### config.mk
export PLATFORM = sky130hd
export DESIGN_NAME = multicycle_adder
export DESIGN_NICKNAME = d
export VERILOG_FILES = /design/src/rtl/multicycle_adder_pkg.sv /design/src/rtl/full_adder.sv /design/src/rtl/multicycle_adder_chunk.sv /design/src/rtl/multicycle_adder.sv
export SDC_FILE = /design/constraint.sdc
export NUM_CORES = 1
export LEC_CHECK = 0
export ABC_AREA = 1
export CAP_MARGIN = 20
export CORE_MARGIN = 3
export CORE_UTILIZATION = 57
export DETAILED_ROUTE_END_ITERATION = 8
export PLACE_DENSITY_LB_ADDON = 0.3
export SLEW_MARGIN = 20
export SYNTH_ARGS = -nofsm -noshare
export SYNTH_HDL_FRONTEND = slang
export SYNTH_SLANG_ARGS = --single-unit
### constraint.sdc
create_clock -name clk -period 7.6 [get_ports clk]
set_input_delay 1.52 -clock clk [delete_from_list [all_inputs] [get_ports clk]]
set_output_delay 1.52 -clock clk [all_outputs]
set_load 0.005 [all_outputs]
### src/rtl/multicycle_adder_pkg.sv
// ----------------------------------------------------------------------------
// multicycle_adder_pkg
//   Shared definitions for the chunked multicycle adder/subtractor.
//   - state_t   : FSM state encoding (IDLE, RUN, DONE)
//   - idx_width : width of the chunk index counter for a given chunk count
// ----------------------------------------------------------------------------
package multicycle_adder_pkg;

   typedef enum logic [1:0] {
      IDLE = 2'd0,
      RUN  = 2'd1,
      DONE = 2'd2
   } state_t;

   // A single-chunk configuration still needs a 1-bit index so the
   // counter and its comparisons stay well formed.
   function automatic int idx_width(input int nchunk);
      return (nchunk > 1) ? $clog2(nchunk) : 1;
   endfunction

endpackage

### src/rtl/full_adder.sv
// ----------------------------------------------------------------------------
// full_adder
//   One-bit full adder.
//   Ports: sum  - a ^ b ^ cin
//          cout - carry out
//          a, b - operand bits
//          cin  - carry in
// ----------------------------------------------------------------------------
module full_adder (
   output logic sum,
   output logic cout,
   input  logic a,
   input  logic b,
   input  logic cin
);

   assign sum  = a ^ b ^ cin;
   assign cout = (a & b) | (cin & (a ^ b));

endmodule

### src/rtl/multicycle_adder_chunk.sv
// ----------------------------------------------------------------------------
// adder_chunk
//   Combinational CHUNK-bit ripple-carry adder built from full_adder cells.
//   This is the only arithmetic path in the multicycle adder, so CHUNK sets
//   the critical path length.
//   Ports: a, b - CHUNK-bit operands
//          cin  - carry into bit 0
//          sum  - CHUNK-bit sum
//          cout - carry out of bit CHUNK-1
// ----------------------------------------------------------------------------
module adder_chunk #(
   parameter int CHUNK = 8
) (
   input  logic [CHUNK-1:0] a,
   input  logic [CHUNK-1:0] b,
   input  logic             cin,
   output logic [CHUNK-1:0] sum,
   output logic             cout
);

   logic [CHUNK:0] c;

   assign c[0] = cin;

   for (genvar i = 0; i < CHUNK; i++) begin : g_bit
      full_adder u_fa (
         .sum  (sum[i]),
         .cout (c[i+1]),
         .a    (a[i]),
         .b    (b[i]),
         .cin  (c[i])
      );
   end

   assign cout = c[CHUNK];

endmodule

### src/rtl/multicycle_adder.sv
// ----------------------------------------------------------------------------
// multicycle_adder
//   WIDTH-bit adder/subtractor that adds CHUNK bits per clock, carrying
//   between chunks through a registered carry. WIDTH must be a multiple of
//   CHUNK; the operation spends NCHUNK = WIDTH/CHUNK cycles in RUN.
//
//   Ports:
//     clk       - system clock, rising edge
//     reset     - synchronous active-high reset; aborts any operation
//     start     - request, sampled only in IDLE
//     sub       - 0: A+B+carry_in, 1: A-B (carry_in ignored)
//     A, B      - operands, latched with start
//     carry_in  - initial carry in add mode, latched with start
//     busy      - high while in RUN
//     done      - one-cycle pulse, result valid from this cycle
//     sum       - registered result, held until the next done
//     carry_out - carry out of the MSB (sub mode: 1 = no borrow)
//     overflow  - two's-complement signed overflow
// ----------------------------------------------------------------------------
module multicycle_adder
   import multicycle_adder_pkg::*;
#(
   parameter int WIDTH = 32,
   parameter int CHUNK = 8
) (
   input  logic             clk,
   input  logic             reset,
   input  logic             start,
   input  logic             sub,
   input  logic [WIDTH-1:0] A,
   input  logic [WIDTH-1:0] B,
   input  logic             carry_in,
   output logic             busy,
   output logic             done,
   output logic [WIDTH-1:0] sum,
   output logic             carry_out,
   output logic             overflow
);

   localparam int             NCHUNK = WIDTH / CHUNK;
   localparam int             IW     = idx_width(NCHUNK);
   localparam logic [IW-1:0]  LAST   = IW'(NCHUNK - 1);

   state_t state, state_nx;

   // Latched operation: A and the effective B (already inverted for
   // subtract), so RUN never looks at the input ports again.
   logic [WIDTH-1:0] a_q;
   logic [WIDTH-1:0] b_q;
   logic [WIDTH-1:0] work;     // partial sum, filled chunk by chunk
   logic             carry_q;  // carry into the current chunk
   logic [IW-1:0]    idx;      // chunk being processed

   logic [CHUNK-1:0] a_ch, b_ch, s_ch;
   logic             c_ch;
   logic [WIDTH-1:0] work_nx;
   logic             ovf_nx;

   // ------------------------------------------------------------------
   // FSM
   // ------------------------------------------------------------------
   always_ff @(posedge clk) begin
      if (reset) state <= IDLE;
      else       state <= state_nx;
   end

   always_comb begin
      state_nx = state;
      busy     = 1'b0;
      done     = 1'b0;
      case (state)
         IDLE: if (start) state_nx = RUN;
         RUN: begin
            busy = 1'b1;
            if (idx == LAST) state_nx = DONE;
         end
         DONE: begin
            done     = 1'b1;
            state_nx = IDLE;
         end
         default: state_nx = IDLE;
      endcase
   end

   // ------------------------------------------------------------------
   // Chunk datapath
   // ------------------------------------------------------------------
   assign a_ch = a_q[idx*CHUNK +: CHUNK];
   assign b_ch = b_q[idx*CHUNK +: CHUNK];

   adder_chunk #(.CHUNK(CHUNK)) u_chunk (
      .a    (a_ch),
      .b    (b_ch),
      .cin  (carry_q),
      .sum  (s_ch),
      .cout (c_ch)
   );

   // Working value with the current chunk merged in. On the last chunk
   // this is the complete result, so the result registers load from it
   // directly and never see a partial sum.
   always_comb begin
      work_nx = work;
      work_nx[idx*CHUNK +: CHUNK] = s_ch;
   end

   // Same-sign operands producing an opposite-sign result.
   assign ovf_nx = (a_q[WIDTH-1] == b_q[WIDTH-1]) &&
                   (work_nx[WIDTH-1] != a_q[WIDTH-1]);

   always_ff @(posedge clk) begin
      if (reset) begin
         a_q       <= '0;
         b_q       <= '0;
         work      <= '0;
         carry_q   <= 1'b0;
         idx       <= '0;
         sum       <= '0;
         carry_out <= 1'b0;
         overflow  <= 1'b0;
      end else begin
         case (state)
            IDLE: begin
               if (start) begin
                  // Subtract is A + ~B + 1; the +1 rides in as carry.
                  a_q     <= A;
                  b_q     <= sub ? ~B : B;
                  carry_q <= sub ? 1'b1 : carry_in;
                  work    <= '0;
                  idx     <= '0;
               end
            end
            RUN: begin
               work    <= work_nx;
               carry_q <= c_ch;
               idx     <= idx + 1'b1;
               if (idx == LAST) begin
                  sum       <= work_nx;
                  carry_out <= c_ch;
                  overflow  <= ovf_nx;
                  idx       <= '0;
               end
            end
            default: ;
         endcase
      end
   end

endmodule
Word-level counts from Yosys, hierarchy flattened. Index checks and enable logic that the tools add are counted.

Add/sub/neg operators: 2. Equal/unequal tests: 7. Bitwise logic cells: 41. Multiplexer cells: 15. Shifts and indexed selects: 4. Reductions and logical operators: 7.

Operators by type and width (number): $mux 32 (2); $pmux 32 s2 (1); $shiftx 32x6->8 (2); $neg 5->34 (1); $shift 8x34->32 const A (1); $shiftx 8x34->32 (1); $bwmux 32 (1); $not 32->32 (1); $and 1x1->1 (16); $xor 1x1->1 (16); $mux 2 (4); $or 1x1->1 (8); $pmux 2 s2 (2); $reduce_and 2->1 (4); $eq 2x2->1 const B (2); $mux 1 (4); $ne 2x2->1 const B (2); $add 2x1->2 const B (1); $eq 2x1->1 const B (1); $logic_not 2->1 (1); $pmux 1 s2 (1); $reduce_bool 2->1 (1); $eq 1x1->1 (1); $logic_and 1x1->1 (1); $ne 1x1->1 (1).

Output and inout bits: 36. Register bits after elaboration: 135. Bits of input ports: 69.

Longest topological paths before layout. Gate-level depths: netlist of the first run.

Depth in word-level cells: 21. Depth in mapped cells: 23.

Hierarchy. A second synthesis of the first run with hierarchy kept.

Cells, all modules: 814. Area total of the unflattened synthesis: 6147.1 um^2.

Modules (own cells, without submodules): multicycle_adder (seq. area each 2702.6 um^2, times used 1, cells each 806, area each 5987.0 um^2); full_adder (seq. area each 0.0 um^2, times used 8, cells each 1, area each 20.0 um^2).

Worst setup path before layout of the first run. Ideal clock, no wire load.

Path type: reg-to-reg. Start point: register idx[0]. End point: register overflow. Data arrival time: 4.410 ns. Stages on the path, launching flop included: 22. Slack: 3.081 ns. Clock period less this slack: 4.519 ns. Library setup time: 0.109 ns. Path through: dfxtp_1 inv_1 clkbuf_1 nand2_1 a32o_1 fa_1 fa_1 fa_1 fa_1 fa_1 inv_1 fa_1 inv_1 fa_1 inv_1 fa_1 nand3_1 o21ai_1 nand2_1 nand3_1 nand2_1 inv_1.

Cells in the longest elaborated chain, start to end: 21. Elaborated cells between the ends (all ways): 47.

Ends and longest elaborated chain: from (decl) (RTL line multicycle_adder.sv:52) `logic [IW-1:0] idx;`; from (signal assigned) (RTL line multicycle_adder.sv:136) `idx <= idx + 1'b1;`; $shiftx 32x6->8 (on tied branches) (RTL line multicycle_adder.sv:88, multicycle_adder.sv:89); $xor 1x1->1 (RTL line full_adder.sv:17, full_adder.sv:18); $and 1x1->1 (RTL line full_adder.sv:18) `assign cout = (a & b) | (cin & (a ^ b));`; $or 1x1->1 (RTL line full_adder.sv:18); $and 1x1->1 (RTL line full_adder.sv:18); $or 1x1->1 (RTL line full_adder.sv:18); $and 1x1->1 (RTL line full_adder.sv:18); $or 1x1->1 (RTL line full_adder.sv:18); (+5 left out); $or 1x1->1 (RTL line full_adder.sv:18); $and 1x1->1 (RTL line full_adder.sv:18); $or 1x1->1 (RTL line full_adder.sv:18); $xor 1x1->1 (RTL line full_adder.sv:17) `assign sum = a ^ b ^ cin;`; $shiftx 8x34->32 (RTL line multicycle_adder.sv:104) `work_nx[idx*CHUNK +: CHUNK] = s_ch;`; $bwmux 32 (RTL line multicycle_adder.sv:104); $ne 1x1->1 (RTL line multicycle_adder.sv:109) `(work_nx[WIDTH-1] != a_q[WIDTH-1]);`; $logic_and 1x1->1 (RTL line multicycle_adder.sv:108) `assign ovf_nx = (a_q[WIDTH-1] == b_q[WIDTH-1]) &&`; to (signal assigned) (RTL line multicycle_adder.sv:140) `overflow <= ovf_nx;`; to (decl) (RTL line multicycle_adder.sv:37) `output logic overflow`.

Parallel ways exist; a longest one is shown, timed or not. A chain may end at the register's enable or synchronous reset.

Worst setup path in the final report of the first run.
Start point: register idx[0]. End point: register work[23].

Cells in the longest elaborated chain, start to end: 20. Elaborated cells between the ends (all ways): 44.

Ends and longest elaborated chain: $shiftx 32x6->8 (on tied branches) (RTL line multicycle_adder.sv:88, multicycle_adder.sv:89); $xor 1x1->1 (RTL line full_adder.sv:17, full_adder.sv:18); $and 1x1->1 (RTL line full_adder.sv:18); $or 1x1->1 (RTL line full_adder.sv:18); $and 1x1->1 (RTL line full_adder.sv:18); $or 1x1->1 (RTL line full_adder.sv:18); $and 1x1->1 (RTL line full_adder.sv:18); $or 1x1->1 (RTL line full_adder.sv:18); (+4 left out); $and 1x1->1 (RTL line full_adder.sv:18); $or 1x1->1 (RTL line full_adder.sv:18); $and 1x1->1 (RTL line full_adder.sv:18); $or 1x1->1 (RTL line full_adder.sv:18); $xor 1x1->1 (RTL line full_adder.sv:17); $shiftx 8x34->32 (RTL line multicycle_adder.sv:104); $bwmux 32 (*) (RTL line multicycle_adder.sv:104); $pmux 32 s2 (*) (RTL line multicycle_adder.sv:122) `case (state)`; to (signal assigned) (RTL line multicycle_adder.sv:134) `work <= work_nx;`; to (decl) (RTL line multicycle_adder.sv:50) `logic [WIDTH-1:0] work;`.

Mark *: on every way between the ends. The rest lies on a longest branch, timed or not.

==> results of run 1 <==
-- worst max path at each step --
stage	from	end	slack (ns)	cells after the start
floorplan	idx[0]$_SDFFE_PP0P_	overflow$_SDFFE_PP0P_	3.08	21
global placement	idx[0]$_SDFFE_PP0P_	work[23]$_SDFFE_PP0P_	2.58	21
detailed placement	idx[0]$_SDFFE_PP0P_	work[23]$_SDFFE_PP0P_	2.35	21
CTS	idx[0]$_SDFFE_PP0P_	work[23]$_SDFFE_PP0P_	2.31	21
global route	idx[0]$_SDFFE_PP0P_	work[23]$_SDFFE_PP0P_	1.93	21
finish	idx[0]$_SDFFE_PP0P_	work[23]$_SDFFE_PP0P_	2.21	21
-- layer usage --
metal  wire, µm  up-vias  global-route usage [%]
met4        358        0                    9.50
li1           -     2827                       -
met5          0        -                       0
met2       7830      296                    46.8
met3       1300       39                    5.77
met1       6630     2702                    34.7
-- tightest hold or removal path: cells and delay by family (launching register included) --
| kind | cells | cell delay, ns |
|---|---|---|
| compound gates | 1 | 0.05 |
| buf+inv | 1 | 0.06 |
| flops | 1 | 0.30 |
-- report_power, final --
| group | total [mW] | switching [mW] | leakage (nW) | internal [mW] |
|---|---|---|---|---|
| combinational | 0.253 | 0.153 | 1.63 | 0.0999 |
| clock | 0.816 | 0.312 | 0.276 | 0.503 |
| sequential | 0.765 | 0.0227 | 1.10 | 0.743 |
-- logic make-up after synthesis --
family          count (synthesis)  synth area share (%)
compound gates                193                  17.5
buf+inv                        96                  7.67
fa+ha+maj                      14                  3.79
xor+xnor                       32                  4.52
flops                         135                  43.6
simple gates                  359                  22.9
-- layout make-up --
type / count / share of cell area [%]
Multi-Input combinational cell: 598 / 39.3
Sequential cell: 135 / 35.1
Timing Repair Buffer: 107 / 13.8
Clock buffer: 19 / 5.48
Tap cell: 136 / 2.21
Clock inverter: 13 / 2.19
Inverter: 40 / 1.98
-- metrics by stage --
stage	cells	power, mW
final	1048	1.83
after global routing	1048	1.90
after CTS	1047	1.83
after detailed placement	1015	1.02
after global placement	1015	1.01
after floorplan	829	0.944
-- sequential cells by signal (all words and copies together) (netlist names) --
name	count
a_q	32
b_q	32
sum	32
work	32
idx	2
state	2
carry_out	1
carry_q	1
overflow	1
-- placed cells by master (no fill, tap or decap), types with 3 or more instances in the layout --
cell and n:
a211oi_2 4, xnor2_1 20, ha_1 6, o21ai_0 90
a32o_1 6, clkinv_2 3, clkinvlp_4 4, nand3_1 36
bufinv_16 3, clkdlybuf4s50_1 102, a21oi_1 64, o21a_1 5
nand2_1 213, xor2_1 12, fa_1 8, nor2_1 106
clkbuf_16 16, dfxtp_1 135, inv_6 4, o21ai_1 3
a211oi_1 16, o22ai_1 4, inv_1 34
==> results.py, run 1 <==
metrics = {
    "status": {
        "outcome": "finished, final reports clean",
    },
    "setup_path": {
        "cpLargestDelayFamily": "adder cells",
        "end_kind": "register",
        "r2r_cells": 21,
        "reg2reg_slack_ns": 2.21,
        "worstPathArrival_ns": 5.75,
        "r2r-end": "work[23]$_SDFFE_PP0P_",
        "critPathSlowestCell": "inv_1",
        "critPathRequiredTime_ns": 7.97,
        "crit_path_cell_trace": "buf_4, inv_1, nand2_1, a32o_1, fa_1, fa_1, fa_1, fa_1, fa_1, inv_1, fa_1, inv_1, fa_1, inv_1, fa_1, inv_1, nor2_1, nand2_1, nand2_1, nand2_1, a21oi_1",
        "cp_max_fo": 60,
        "cp.buffers_inverters": 6,
        "critPathKind": "reg -> reg",
        "crit_path_frequent_cell": "fa_1",
        "start_kind": "register",
        "cp_slowest_stage_delay_ns": 0.59,
        "reg2reg_from": "idx[0]$_SDFFE_PP0P_",
    },
    "layout": {
        "num_antenna_cells": 0,
        "drive_gt1_share_pct": 5.15,
        "nets": 982,
        "regArea_um2": 2700,
        "syn2layout_area_growth_pct": 24.2,
        "multiInputGateArea_um2": 3020,
        "utilization_pct": 73.6,
        "fin_area_um2": 7700,
        "fill_cells": 780,
    },
    "sta": {
        "rsz0062_at_grt": "no",
        "setup_viol": 0,
        "fin_skew_ns": 0.00815,
        "finalMaxSlewViolations": 0,
        "min_period_ns": 5.39,
        "max_freq_mhz": 186,
        "worst_pin_slew_ns": 0.964,
        "tns_ns": 0,
        "hold_slack_ns": 0.455,
        "fin_ws_ns": 2.21,
        "finalCritPeriodShare_pct": 70.9,
        "slew_headroom_pct": 35.7,
        "hold_violations": 0,
    },
    "clock_network": {
        "clk_latency_ns": 0.52,
        "hold_buffers": 0,
        "numCtsBuffers": 17,
        "cts_root_buf": "clkbuf_8",
        "cts_setup_buffers": 0,
        "cts_tree": "yes",
        "htree_levels": 4,
        "clk_pin_slew_worst_paths_ns": 0.06,
        "cts_resized": 0,
        "cts.sinks": 135,
        "cts_buffer_depth": 2,
    },
    "power": {
        "vdd_drop_max_uv": 124,
        "powerDensity_nw_per_um2": 238,
        "power.leakage_nw": 3.01,
    },
    "hold_path": {
        "hp-start": "b_q[0]$_SDFFE_PP0P_",
        "worstHoldEndpoint": "b_q[0]$_SDFFE_PP0P_",
        "hp-class": "reg -> reg",
        "whs_path_depth": 2,
    },
    "synthesis": {
        "synthesis.area_um2": 6200,
        "synth_most_common_cell": "nand2_1",
        "synth_top_area_cell": "dfxtp_1",
        "syn-num-nets": 912,
        "netlist-cell-type-count": 29,
        "synthTopCellsByArea": "dfxtp_1, nand2_1, o21ai_0, nor2_1, a21oi_1",
        "postSynthAreaPerCell_um2": 7.48,
        "ys_seq_area_share_pct": 43.6,
        "synth.top_cell.area_share_pct": 43.6,
        "postSynthCellCount": 829,
        "synth_edf_count": 0,
        "synth_ff_type": "dfxtp_1",
        "synth-seq-cells": 135,
        "synthTopCellsByCount": "nand2_1, dfxtp_1, nor2_1",
        "postSynth.asyncResetShare_pct": 0,
        "synth_warnings": 0,
    },
    "placed_design": {
        "io_buffers": 104,
        "placed_area_um2": 7090,
        "place_ws_ns": 2.35,
        "gp_congestion": 0.939,
        "dp_hpwl_um": 10800,
    },
    "flow_run": {
        "maxCapViolCount": 0,
    },
    "grt": {
        "grt_max_degree": 82,
        "grt_pass1_wl_um": 26300,
        "antenna_found_initial": 0,
        "grt-ovfl-total": 0,
        "grt_pass1_vias": 5532,
        "grt_usage_pct": 27.5,
    },
    "floorplanning": {
        "num_rows": 37,
        "core_area_um2": 10500,
        "die_h_um": 110,
        "ios": 105,
        "dieArea_um2": 12200,
        "fp.dieW_um": 110,
        "start_util_pct": 59.3,
    },
    "routing": {
        "dr.pass1.iters": 6,
        "via_per_inst": 5.60,
        "drt_wl_total_um": 16100,
        "final_antenna_net_count": 0,
        "drt_iter0_drc": 491,
        "drc_errors": 0,
        "num_vias": 5864,
        "avgRoutedWirePerCell_um": 15.4,
    },
}
Note: power is estimated with default switching activity, not from simulation.
==> run 2: changes to the inputs <==
CORE_UTILIZATION = 53   (was 57)
clock period = 5.6 ns   (was 7.6 ns; I/O delays follow)
==> run 2 against run 1 <==
Net effect:
- clock-buffer cell count decreased by 1
- via count shrank 2.6%
- critical path depth fell by 1
- utilization down 3.9 points
- cell count up 0.76%
- setup slack worse by 1.5 ns
- first-iteration DRC count is 1.8% higher
- clock power grew 36%
- largest cell class unchanged
==> results.py, run 2 (synthesis gave the netlist of run 1 again) <==
metrics = {
    "setup_path": {
        "crit_path_cell_trace": "inv_1, nand2_1, a32o_1, fa_1, fa_1, fa_1, fa_1, fa_1, inv_1, fa_1, inv_1, fa_1, inv_1, fa_1, inv_1, nor2_1, nand2_1, nand2_1, nand2_1, a21oi_1",
        "reg2reg_from": "idx[0]$_SDFFE_PP0P_",
        "cp_slowest_stage_delay_ns": 0.42,
        "critPathKind": "reg -> reg",
        "critPathRequiredTime_ns": 5.87,
        "cp.depth": 20,
        "reg2reg_slack_ns": 0.76,
        "end_kind": "register",
        "cpLargestDelayFamily": "adder cells",
        "endpoint": "work[23]$_SDFFE_PP0P_",
        "crit_path_frequent_cell": "fa_1",
        "crit_start": "idx[0]$_SDFFE_PP0P_",
        "cp.buffers_inverters": 5,
        "worstPathArrival_ns": 5.11,
        "r2r-end": "work[23]$_SDFFE_PP0P_",
        "start_kind": "register",
        "critPathSlowestCell": "fa_1",
        "cp_max_fo": 14,
        "r2r_cells": 20,
    },
    "clock_network": {
        "clk_latency_ns": 0.42,
        "htree_levels": 4,
        "cts.sinks": 135,
        "clk_pin_slew_worst_paths_ns": 0.05,
        "cts_buffer_depth": 2,
        "cts_resized": 0,
        "cts_root_buf": "clkbuf_16",
        "hold_buffers": 0,
        "numCtsBuffers": 17,
        "cts_tree": "yes",
        "cts_setup_buffers": 0,
    },
    "sta": {
        "max_freq_mhz": 207,
        "tns_ns": 0,
        "worst_pin_slew_ns": 0.989,
        "slew_headroom_pct": 34.1,
        "fin_ws_ns": 0.758,
        "fin_skew_ns": 0.00718,
        "setup_viol": 0,
        "finalMaxSlewViolations": 0,
        "finalCritPeriodShare_pct": 86.5,
        "hold_slack_ns": 0.447,
        "min_period_ns": 4.84,
        "rsz0062_at_grt": "no",
        "hold_violations": 0,
    },
    "flow_run": {
        "maxCapViolCount": 0,
    },
    "routing": {
        "final_antenna_net_count": 0,
        "drt_wl_total_um": 16100,
        "dr.pass1.iters": 5,
        "drt_iter0_drc": 500,
        "avgRoutedWirePerCell_um": 15.2,
        "drc_errors": 0,
        "num_vias": 5710,
        "via_per_inst": 5.41,
    },
    "floorplanning": {
        "start_util_pct": 55.7,
        "dieArea_um2": 13000,
        "fp.dieW_um": 114,
        "die_h_um": 114,
        "num_rows": 38,
        "core_area_um2": 11100,
        "ios": 105,
    },
    "power": {
        "power_mw": 2.50,
        "vdd_drop_max_uv": 225,
        "powerDensity_nw_per_um2": 323,
        "power.leakage_nw": 3.04,
    },
    "placed_design": {
        "gp_congestion": 0.865,
        "dp.cells": 1024,
        "io_buffers": 104,
        "dp_hpwl_um": 11100,
        "placed_area_um2": 7130,
        "place_ws_ns": 0.792,
    },
    "grt": {
        "grt_pass1_vias": 5475,
        "grt_max_degree": 82,
        "grt_pass1_wl_um": 26200,
        "grt_usage_pct": 25.2,
        "antenna_found_initial": 0,
        "grt-ovfl-total": 0,
    },
    "layout": {
        "fill_cells": 885,
        "num_antenna_cells": 0,
        "final_common_cell": "nand2_1",
        "final_cell_mix": "nand2_1, dfxtp_1, nor2_1, clkdlybuf4s50_1, o21ai_0",
        "fin_cells": 1056,
        "fin_area_um2": 7750,
        "syn2layout_area_growth_pct": 25.0,
        "drive_gt1_share_pct": 5.68,
        "nets": 987,
        "utilization_pct": 69.7,
    },
    "hold_path": {
        "hp-class": "reg -> reg",
    },
    "status": {
        "outcome": "finished, final reports clean",
    },
}
## run 2: cell types whose count changed in the layout (fill, tap and decap cells not counted), sizes merged
cell and change:
buf +5, clkbuf -1, clkinv +3, inv -3
## run 2: area by class of cell
type                    instances  area [µm²]  area share (%)
flip-flops and latches        135        2700            34.9
multi-input cells             598        3020            39.0
well taps                     140         175            2.26
inverters                      40         151            1.95
repair buffers                112        1110            14.3
clock buffers                  18         429            5.54
clock inverters                13         158            2.03
## run 2: worst min path at each step
| stage | cells after the start | to | startpoint | slack (ns) |
|---|---|---|---|---|
| final | 2 | b_q[0]$_SDFFE_PP0P_ | b_q[0]$_SDFFE_PP0P_ | 0.45 |
| after global routing | 2 | b_q[28]$_SDFFE_PP0P_ | b_q[28]$_SDFFE_PP0P_ | 0.48 |
| after CTS | 2 | b_q[0]$_SDFFE_PP0P_ | b_q[0]$_SDFFE_PP0P_ | 0.45 |
| after detailed placement | 2 | b_q[0]$_SDFFE_PP0P_ | b_q[0]$_SDFFE_PP0P_ | 0.44 |
| after global placement | 2 | b_q[25]$_SDFFE_PP0P_ | b_q[25]$_SDFFE_PP0P_ | 0.44 |
| after floorplan | 2 | b_q[0]$_SDFFE_PP0P_ | b_q[0]$_SDFFE_PP0P_ | 0.42 |
## run 2: worst register-to-register path, delay by kind of cell, from the launching register on
| kind | cells | cell delay [ns] |
|---|---|---|
| fa+ha+maj | 8 | 2.93 |
| compound gates | 2 | 0.34 |
| simple gates | 5 | 0.36 |
| buf+inv | 5 | 0.65 |
| flops | 1 | 0.39 |
## run 2: where the power goes
group | switching [mW] | internal [mW]
Clock | 0.420 | 0.694
Sequential | 0.0311 | 1.01
Combinational | 0.208 | 0.139
## run 2: routing by layer
layer	vias up	part of all wire (%)	global-route usage (%)
met5	-	0	0
met4	0	2.1	9.34
met3	31	5.9	4.33
met2	205	49	42.5
met1	2636	43	32.3
li1	2838	-	-
